<file path="src/rtl/bcd_ripple_counter_ctrl.sv">
`default_nettype none
// ============================================================================
// Module      : bcd_ripple_counter_ctrl
// Description : BCD counter with one-digit-per-clock carry ripple and a
//               req/ack increment handshake; count_out updates atomically.
// Revision    : 1.0
// ============================================================================
module bcd_ripple_counter_ctrl #(
    parameter int DIGITS = 3,
    parameter int WRAP   = 1
) (
    input  logic                  clk,
    input  logic                  rst_n,
    input  logic                  clear,
    input  logic                  load,
    input  logic [4*DIGITS-1:0]   load_data,
    input  logic                  inc_req,
    output logic                  inc_ack,
    output logic                  busy,
    output logic                  done,
    output logic                  overflow,
    output logic [4*DIGITS-1:0]   count_out
);

    localparam int c_idx_w = (DIGITS > 1) ? $clog2(DIGITS) : 1;
    localparam logic [c_idx_w-1:0] c_last_idx = c_idx_w'(DIGITS - 1);

    typedef enum logic [1:0] {
        ST_IDLE   = 2'd0,
        ST_RIPPLE = 2'd1,
        ST_DONE   = 2'd2
    } state_t;

    state_t                r_state;
    logic [4*DIGITS-1:0]   r_work;
    logic [4*DIGITS-1:0]   r_count;
    logic [c_idx_w-1:0]    r_idx;
    logic                  r_ovf_pend;
    logic                  r_inc_ack;
    logic                  r_done;
    logic                  r_overflow;

    logic [4*DIGITS-1:0]   w_load_clamped;
    logic [DIGITS-1:0]     w_dig_nine;
    logic                  w_all_nines;
    logic [3:0]            w_digit;

    // Per-digit clamp of out-of-range BCD load values and all-nines detect.
    for (genvar gi = 0; gi < DIGITS; gi++) begin : g_digit
        assign w_load_clamped[4*gi +: 4] =
            (load_data[4*gi +: 4] > 4'd9) ? 4'd9 : load_data[4*gi +: 4];
        assign w_dig_nine[gi] = (r_work[4*gi +: 4] == 4'd9);
    end

    assign w_all_nines = &w_dig_nine;
    assign w_digit     = r_work[{r_idx, 2'b00} +: 4];

    always_ff @(posedge clk) begin
        if (!rst_n) begin
            r_state    <= ST_IDLE;
            r_work     <= '0;
            r_count    <= '0;
            r_idx      <= '0;
            r_ovf_pend <= 1'b0;
            r_inc_ack  <= 1'b0;
            r_done     <= 1'b0;
            r_overflow <= 1'b0;
        end else begin
            r_inc_ack  <= 1'b0;
            r_done     <= 1'b0;
            r_overflow <= 1'b0;
            if (clear) begin
                r_state    <= ST_IDLE;
                r_work     <= '0;
                r_count    <= '0;
                r_idx      <= '0;
                r_ovf_pend <= 1'b0;
            end else begin
                case (r_state)
                    ST_IDLE: begin
                        if (load) begin
                            r_work  <= w_load_clamped;
                            r_count <= w_load_clamped;
                        end else if (inc_req) begin
                            r_inc_ack <= 1'b1;
                            if ((WRAP == 0) && w_all_nines) begin
                                r_ovf_pend <= 1'b1;
                                r_state    <= ST_DONE;
                            end else begin
                                r_ovf_pend <= 1'b0;
                                r_idx      <= '0;
                                r_state    <= ST_RIPPLE;
                            end
                        end
                    end
                    ST_RIPPLE: begin
                        if (w_digit < 4'd9) begin
                            r_work[{r_idx, 2'b00} +: 4] <= w_digit + 4'd1;
                            r_state <= ST_DONE;
                        end else begin
                            r_work[{r_idx, 2'b00} +: 4] <= 4'd0;
                            if (r_idx == c_last_idx) begin
                                r_ovf_pend <= 1'b1;
                                r_state    <= ST_DONE;
                            end else begin
                                r_idx <= r_idx + 1'b1;
                            end
                        end
                    end
                    ST_DONE: begin
                        // Single publish point keeps ripple intermediates hidden.
                        r_done     <= 1'b1;
                        r_overflow <= r_ovf_pend;
                        r_count    <= r_work;
                        r_ovf_pend <= 1'b0;
                        r_state    <= ST_IDLE;
                    end
                    default: r_state <= ST_IDLE;
                endcase
            end
        end
    end

    assign inc_ack   = r_inc_ack;
    assign busy      = (r_state != ST_IDLE);
    assign done      = r_done;
    assign overflow  = r_overflow;
    assign count_out = r_count;

endmodule
`default_nettype wire

</file>
<file path="config.mk">
export PLATFORM = sky130hd
export DESIGN_NAME = bcd_ripple_counter_ctrl
export DESIGN_NICKNAME = d
export VERILOG_FILES = /design/src/rtl/bcd_ripple_counter_ctrl.sv
export SDC_FILE = /design/constraint.sdc
export NUM_CORES = 1
export LEC_CHECK = 0
export CAP_MARGIN = 20
export CORE_ASPECT_RATIO = 1.25
export CORE_MARGIN = 2
export CORE_UTILIZATION = 40
export DETAILED_ROUTE_END_ITERATION = 8
export DONT_BUFFER_PORTS = 1
export PLACE_DENSITY = 0.66
export SKIP_LAST_GASP = 1
export SYNTH_ARGS = -nofsm -noshare
export SYNTH_HDL_FRONTEND = slang
export SYNTH_SLANG_ARGS = --single-unit
</file>
<file path="constraint.sdc">
create_clock -name clk -period 2.8 [get_ports clk]
set_input_delay 0.14 -clock clk [delete_from_list [all_inputs] [get_ports clk]]
set_output_delay 0.14 -clock clk [all_outputs]
set_load 0.02 [all_outputs]
</file>
* Yosys cells after proc, flatten, opt, wreduce, memory -nomap -nowiden
Cells that the tools add are included.
** Word-level totals
- Flip-flop bits (word level) :: 32
- Bits in latches :: 0
- Bits in writable memories :: 0
- ROM bits :: 0
- Bits of input ports :: 17
- Output and inout port bits :: 16
- Word-level logic and storage cells :: 71
- Memories :: 0
** Operators by class
- Add/sub/neg operators :: 3
- Multipliers :: 0
- Divide/modulo/power cells :: 0
- Magnitude comparators :: 4
- Equal/unequal tests :: 10
- Shift operators :: 4
- Multiplexer cells :: 26
- Bitwise gates (word level) :: 3
- Reductions and logical operators :: 13
** Operators with widths (number)
- $pmux 12 s2 :: 2
- $bwmux 12 :: 2
- $mux 12 :: 2
- $mux 2 :: 8
- $gt 4x4->1 const B :: 3
- $mux 4 :: 3
- $ne 2x2->1 const B :: 6
- $shift 4x6->12 const A :: 1
- $shiftx 12x5->4 :: 1
- $shiftx 4x6->12 :: 1
- $shiftx 4x6->12 const A :: 1
- $reduce_and 5->1 :: 2
- $pmux 2 s2 :: 2
- $mux 1 :: 6
- $neg 4->6 :: 1
- $reduce_bool 2->1 :: 3
- $add 4x1->4 const B :: 1
- $eq 2x2->1 const B :: 2
- $lt 4x4->1 const B :: 1
- $reduce_and 2->1 :: 2
- $reduce_or 4->1 :: 1
- $ne 3x3->1 const B :: 1
- $not 1->1 :: 3
- $pmux 1 s3 :: 1
- 7 further kinds :: 7

* Logic depth before layout (Yosys ltp)
Gate-level depths: netlist of the first run.
- Depth after elaboration :: 6
- Depth in mapped cells :: 8
- Mapped depth without buffers :: 7

* Worst setup path after synthesis of the first run
OpenSTA, ideal clock, no wires.
- Path kind :: reg2reg
- From :: register r_idx[0]
- To :: register r_work[2]
- Setup time :: 142 ps
- Data arrival time :: 1782 ps
- Data required time :: 2658 ps
- Slack :: 876 ps
- Cell stages (with the launch flop) :: 9
- Path buffers :: 1
- Clock period less this slack :: 1924 ps
- Path through :: dfxtp_1 > buf_6 > mux2i_1 > o22a_2 > ha_1 > or3_1 > o2111a_1 > o21ai_0 > a31oi_1
** On the way
- Longest elaborated chain between the ends :: 6
- Elaborated cells on any way between the ends :: 11
- Classes of those cells :: 2 x add/sub; 1 x order compare; 4 x shift; 4 x mux
** RTL lines
- start: declaration :: line 37 : logic [c_idx_w-1:0] r_idx;
- start signal: assignment :: line 106 : r_idx <= r_idx + 1'b1;
- $shiftx 12x5->4 :: line 56 : assign w_digit = r_work[{r_idx, 2'b00} +: 4];
- $add 4x1->4 :: line 98 : r_work[{r_idx, 2'b00} +: 4] <= w_digit + 4'd1;
- $shiftx 4x6->12 :: line 98
- $bwmux 12 :: line 98
- $mux 12 (*) :: line 97 : if (w_digit < 4'd9) begin
- $pmux 12 s2 (*) :: line 79 : case (r_state)
- end signal: assignment :: line 82 : r_work <= w_load_clamped;
- end signal: indexed assignment :: line 98
- end: declaration :: line 35 : logic [4*DIGITS-1:0] r_work;
Every way passes the cells marked *; elsewhere a longest branch is shown, timed or not.
A chain may end at the register's enable or synchronous reset.

* Final worst setup path of the first run
- From :: register r_idx[0]
- To :: register r_idx[0]
** On the way
- Longest elaborated chain between the ends :: 4
- Elaborated cells on any way between the ends :: 10
- Classes of those cells :: 1 x add/sub; 1 x order compare; 3 x eq/ne; 1 x shift; 3 x mux; 1 x reduce/logical
** RTL lines (line)
- $shiftx 12x5->4 or $add 2x1->2 (tied branches) :: 56, 106
- $lt 4x4->1 or $mux 2 (tied branches) :: 97, 102
- $ne 2x2->1 (no source line) or $mux 2 (tied branches)
- $reduce_and 5->1 (no source line) or $pmux 2 s2 (tied branches)
Several ways; a longest one is shown, not always the timed one. The select of a mux whose other input is x is not followed.

==> impl_metrics.json, run 1 <==
{
  "slowest_delay_ns": 0.66,
  "finalCriticalPeriod_ns": 2.25,
  "syn_inst": 204,
  "drtAntennaViolNets": 0,
  "first_pass_iters": 5,
  "cpMaxStageDelayCell": "dfxtp_1",
  "syn2layout_area_growth_pct": 8.16,
  "grt_pass1_vias": 1395,
  "portBuffers": 0,
  "cp.required_ns": 3.01,
  "cp.arrival_ns": 2.45,
  "route.met2.wl_mm": 2.18,
  "viasPerCell": 6.00,
  "start_kind": "register",
  "finalNonFillerCells": 261,
  "top_layer": "met4",
  "ctsRootBufferMaster": "clkbuf_8",
  "netlist.area_leader.share_pct": 37.6,
  "relSlewSlack_pct": 56.7,
  "clockPowerShare_pct": 39.2,
  "worstSetupPathType": "reg2reg",
  "route.met3.wl_um": 248,
  "hpwl_mm": 3.15,
  "status": "completed",
  "htree_num_levels": 2,
  "grt_max_degree": 20,
  "n_antenna_cell": 0,
  "wl_met1_mm": 1.75,
  "cp_cell_sequence": "mux2i_1, o22a_2, ha_1, a21bo_2, or4_1, a21oi_1",
  "fin_skew_ns": 0.00373,
  "antenna_found_initial": 0,
  "core-area_um2": 4100,
  "syn-cell-area_um2": 1700,
  "netlist_top_cells_area": "dfxtp_1 (38%), o21ai_0 (6.8%), nor2_1 (4.2%)",
  "place.gp.congestion": 0.903,
  "cp_top_family": "compound AO/OA/AOI/OAI gates",
  "fin_hold_ws_ns": 0.0138,
  "clock_latency_ns": 0.28,
  "ioPinCount": 33,
  "die_y_um": 76.9,
  "p_int_w": 0.000726,
  "ys_seq_area_share_pct": 37.6,
  "power_frac_comb_pct": 9.9,
  "cts-buffers-inserted": 5,
  "fin_crit_sh_pct": 80.2,
  "dp_cells": 253,
  "drc": 0,
  "final_nets": 227,
  "grt_overflow_total": 0,
  "clkTransAtPathRegs_ns": 0.06,
  "maxCapViolCount": 0,
  "cp_max_fo": 15,
  "setup_violations": 0,
  "via_count": 1566,
  "grt_pass1_wl_mm": 6.96,
  "total_leakage_power_nw": 0.636,
  "worst_pin_slew_ns": 0.649,
  "start_util_pct": 41.5,
  "drv_slew": 0,
  "die_area_um2": 4790,
  "grtUsageTotal_pct": 18.3,
  "p_sw_w": 0.000235,
  "avgRoutedWirePerCell_um": 16.4,
  "ys_ff_latch": 32,
  "synth_cell_types": 44,
  "min_path_type": "in2reg",
  "wl_mm": 4.29,
  "switching_share_pct": 24.4,
  "syn-num-nets": 226,
  "crit_path_end_kind": "register",
  "rows": 26,
  "clock_sinks": 32,
  "drive_gt1_share_pct": 11.2,
  "seqPwrFrac_pct": 50.9,
  "finalSetupTns_ns": 0,
  "die_w_um": 62.3,
  "grt_setup_unrepaired": "false",
  "drt_iter0_markers": 139,
  "crit_buf_inv": 0,
  "synth_area_per_cell_um2": 8.34,
  "nFillCells": 424,
  "cts_buffer_depth": 2,
  "ys.warnings.count": 0,
  "fmax_mhz": 445,
  "finalHoldViolations": 0,
  "cts_tree": "done",
  "max-vdd-ir-drop_v": 0.000174,
  "yosysTopAreaCell": "dfxtp_1",
  "p_per_area_nw_per_um2": 522
}
[synth_stat cells, drive strengths merged]
cell / number
or4: 1
nand3b: 3
o221a: 1
nand2: 17
nor3: 6
nor2: 20
o21a: 2
buf: 6
a221oi: 6
o31ai: 1
nor4: 1
or2b: 2
a22oi: 4
and3: 2
o21ai: 24
a21bo: 1
clkbuf: 5
and2: 2
a21oi: 14
o221ai: 1
dfxtp: 32
mux2: 1
mux2i: 4
o311ai: 1
nand2b: 7
nor4b: 2
o2111a: 1
nor3b: 6
a32oi: 2
a31oi: 9
nand3: 1
nor2b: 4
a211oi: 1
and3b: 1
inv: 5
or3: 1
ha: 5
o22a: 2
[layout by cell type (no fill, tap or decap), drive strengths merged, types with 2 or more instances in the layout]
cell type / count
or2b: 2
nor2: 20
a221oi: 6
o21a: 2
buf: 4
ha: 5
mux2i: 4
a21oi: 14
nor2b: 4
nand2: 17
o21ai: 24
nor3: 6
nand2b: 7
inv: 5
nor4b: 2
a32oi: 2
a22oi: 4
and3: 2
and2: 2
nand3b: 3
o22a: 2
a31oi: 9
nor3b: 6
dfxtp: 32
clkbuf: 7
[path summary, 6_finish.rpt]
check	start	to	slack [ns]	depth (start not counted)
hold reg to reg	r_ovf_pend	overflow	0.50	1
setup reg to reg	r_idx[0]	r_idx[0]	0.55	6
setup / recovery	r_idx[0]	r_idx[0]	0.55	6
hold / removal	load_data[3]	r_work[3]	0.01	2
[what timing repair did]
action,in CTS,in global routing
hold endpoints to repair,1,0
hold buffers,1,0
gates resized for setup,0,0
setup buffers,0,0
[area by class of cell]
type,instances,area [um2],share of cell area (%)
multi-input combinational,156,975,53.0
sequential,32,641,34.8
tap,56,70.1,3.81
timing repair buffer,5,40.0,2.18
inverter,5,18.8,1.02
clock buffer,7,96.3,5.23
[logic make-up (layout without fill, tap and decap cells)]
family / count (synthesis) / in the layout / synth area share (%)
AOI/OAI and AO/OA: 70 / 70 / 26.5
adders and majority gates: 5 / 5 / 3.68
buffers and inverters: 16 / 17 / 5.07
DFF: 32 / 32 / 37.6
muxes: 5 / 5 / 3.01
and+or+nand+nor: 76 / 76 / 24.1
[stage by stage]
step | cell area, um2 | power [W] | util [%] | worst slack, ns
5_1_grt | 1840 | 0.000999 | 44.9 | 0.360
3_3_place_gp | 1730 | 0.000591 | 42.3 | 0.660
4_1_cts | 1840 | 0.000972 | 44.9 | 0.583
3_5_place_dp | 1730 | 0.000591 | 42.3 | 0.617
6_report | 1840 | 0.000961 | 44.9 | 0.554
2_1_floorplan | 1700 | 0.000569 | - | 0.876
[power groups by stage]
stage | sequential [W] | clock [W] | combinational (W)
floorplan | 0.000494 | 0 | 0.0000754
global placement | 0.000499 | 0 | 0.0000914
detailed placement | 0.000499 | 0 | 0.0000921
CTS | 0.000489 | 0.000389 | 0.0000942
global route | 0.000490 | 0.000402 | 0.000106
finish | 0.000489 | 0.000377 | 0.0000948
[metal layers]
metal / up-vias / track usage (%)
li1: 761 / -
met1: 734 / 21.4
met2: 61 / 32.4
met3: 10 / 3.08
met4: 0 / 8.22
met5: - / 0
[state kept, by name, indices dropped and copies added, names as in the netlist]
register    cells
count_out      12
r_work         12
r_idx           2
r_state         2
done            1
inc_ack         1
overflow        1
r_ovf_pend      1
Power figures use the tool's default switching activity.
==> inputs of run 2 (changes only) <==
==> constraint.sdc (replaced) <==
create_clock -name clk -period 2.1 [get_ports clk]
set_input_delay 0.105 -clock clk [delete_from_list [all_inputs] [get_ports clk]]
set_output_delay 0.105 -clock clk [all_outputs]
set_load 0.02 [all_outputs]
==> run 2 against run 1 <==
Against the previous run:
- critical path type unchanged
- routed wire length up 1.7%
- non-clock buffer count up 10
- highest routed layer unchanged
- final cell count up 3.8%
- utilization up 2.1 points
- count of clock-buffer cells in the layout unchanged
- largest power group unchanged
==> impl_metrics.json, run 2 (same netlist as run 1, synthesis figures left out) <==
{
  "cts_tree": "done",
  "grt_max_degree": 15,
  "worstSetupStartpoint": "r_idx[0]",
  "final_cell_mix": "dfxtp_1 (31), o21ai_0 (23), nor2_1 (19)",
  "grt_overflow_total": 0,
  "worstSetupPathType": "reg2reg",
  "start_kind": "register",
  "clkTransAtPathRegs_ns": 0.06,
  "setup_slack_ns": 0.128,
  "drc": 0,
  "n_antenna_cell": 0,
  "cts_setup_buffers": 0,
  "cp_max_fo": 13,
  "layout_commonest_cell": "dfxtp_1",
  "r2r_setup_slack_ns": 0.13,
  "regToRegStartpoint": "r_idx[0]",
  "status": "completed",
  "cp.arrival_ns": 2.17,
  "total_leakage_power_nw": 0.689,
  "min_from": "load_data[7]",
  "ioPinCount": 33,
  "total_power_w": 0.00129,
  "maxCapViolCount": 0,
  "clock_sinks": 32,
  "via_count": 1549,
  "die_area_um2": 4790,
  "grt_pass1_wl_mm": 7.06,
  "fin_hold_ws_ns": 0.00605,
  "cts_buffer_depth": 2,
  "fin_crit_sh_pct": 93.9,
  "p_per_area_nw_per_um2": 669,
  "max-vdd-ir-drop_v": 0.000207,
  "rows": 26,
  "cts-buffers-inserted": 5,
  "relSlewSlack_pct": 61.8,
  "start_util_pct": 41.5,
  "setup_violations": 0,
  "crit_path_end_kind": "register",
  "first_pass_iters": 4,
  "core-area_um2": 4100,
  "hpwl_mm": 3.31,
  "met3_usage_pct": 5.13,
  "design_area_um2": 1930,
  "grt_pass1_vias": 1444,
  "min_path_type": "in2reg",
  "grt-busiest-layer": "met2",
  "grt_util_met1_pct": 20.0,
  "htree_num_levels": 2,
  "die_w_um": 62.3,
  "fmax_mhz": 507,
  "finalCriticalPeriod_ns": 1.97,
  "antenna_found_initial": 0,
  "ctsRootBufferMaster": "clkbuf_8",
  "finalSetupTns_ns": 0,
  "grt_setup_unrepaired": "false",
  "wl_mm": 4.36,
  "place.gp.congestion": 0.852,
  "use_met2_pct": 33.5,
  "drv_slew": 0,
  "drive_gt1_share_pct": 15.3,
  "finalHoldViolations": 0,
  "cp.required_ns": 2.30,
  "fin_skew_ns": 0.00418,
  "grtUsageTotal_pct": 18.6,
  "nFillCells": 399,
  "portBuffers": 0,
  "worst_pin_slew_ns": 0.573,
  "avgRoutedWirePerCell_um": 16.1,
  "syn2layout_area_growth_pct": 13.3,
  "drt_iter0_markers": 148,
  "die_y_um": 76.9,
  "preCtsSetupSlack_ns": 0.0658,
  "final_nets": 237,
  "viasPerCell": 5.72,
  "postPlaceCellArea_um2": 1790,
  "clock_latency_ns": 0.28,
  "drtAntennaViolNets": 0
}
==> run 2: changes by cell type in the layout (fill, tap and decap cells not counted), sizes merged <==
cell,delta
dlygate4sd3,+2
buf,+8
==> run 2: where the power goes <==
part           internal, W  total [W]  switching (W)
clock network     0.000291   0.000505       0.000214
registers         0.000627   0.000653      0.0000262
logic            0.0000569   0.000133      0.0000761
==> run 2: layout make-up <==
| type | instances | area, um2 | share of cell area [%] |
|---|---|---|---|
| sequential | 32 | 642 | 33.3 |
| tap | 56 | 70.1 | 3.63 |
| timing repair buffer | 15 | 120 | 6.23 |
| clock buffer | 7 | 96.3 | 5.00 |
| inverter | 5 | 18.8 | 0.973 |
| multi-input combinational | 156 | 981 | 50.9 |
==> run 2: timing repair <==
| item | CTS | global route |
|---|---|---|
| setup endpoints to repair | 0 | 3 |
| hold buffers | 3 | 0 |
| hold endpoints to repair | 3 | 0 |
| resized for setup | 0 | 2 |
==> run 2: metal layers <==
metal | wire length, um | share of wire [%]
met1 | 1850 | 42
met2 | 2220 | 51
met3 | 204 | 4.7
met4 | 93 | 2.1
met5 | 0 | 0
==> run 2: path summary, 6_finish.rpt <==
kind | to | cells past startpoint
worst max-delay path | r_idx[0] | 6
worst min-delay path | r_work[7] | 2
worst max register to register | r_idx[0] | 6
worst min register to register | overflow | 1
==> run 2: metrics by stage <==
stage          instances  utilization [%]
3_5_place_dp         261             43.8
4_1_cts              271             46.9
5_1_grt              271             47.0
3_3_place_gp         261             43.8
6_report             271             47.0
2_1_floorplan        204                -
==> run 2: worst max-delay path, stage by stage (launching register included) <==
cell and delay (ns):
dfxtp_1 0.34, buf_4 0.19, o22a_2 0.25, ha_1 0.24, a21bo_2 0.26, or4_1 0.41, a21oi_1 0.20
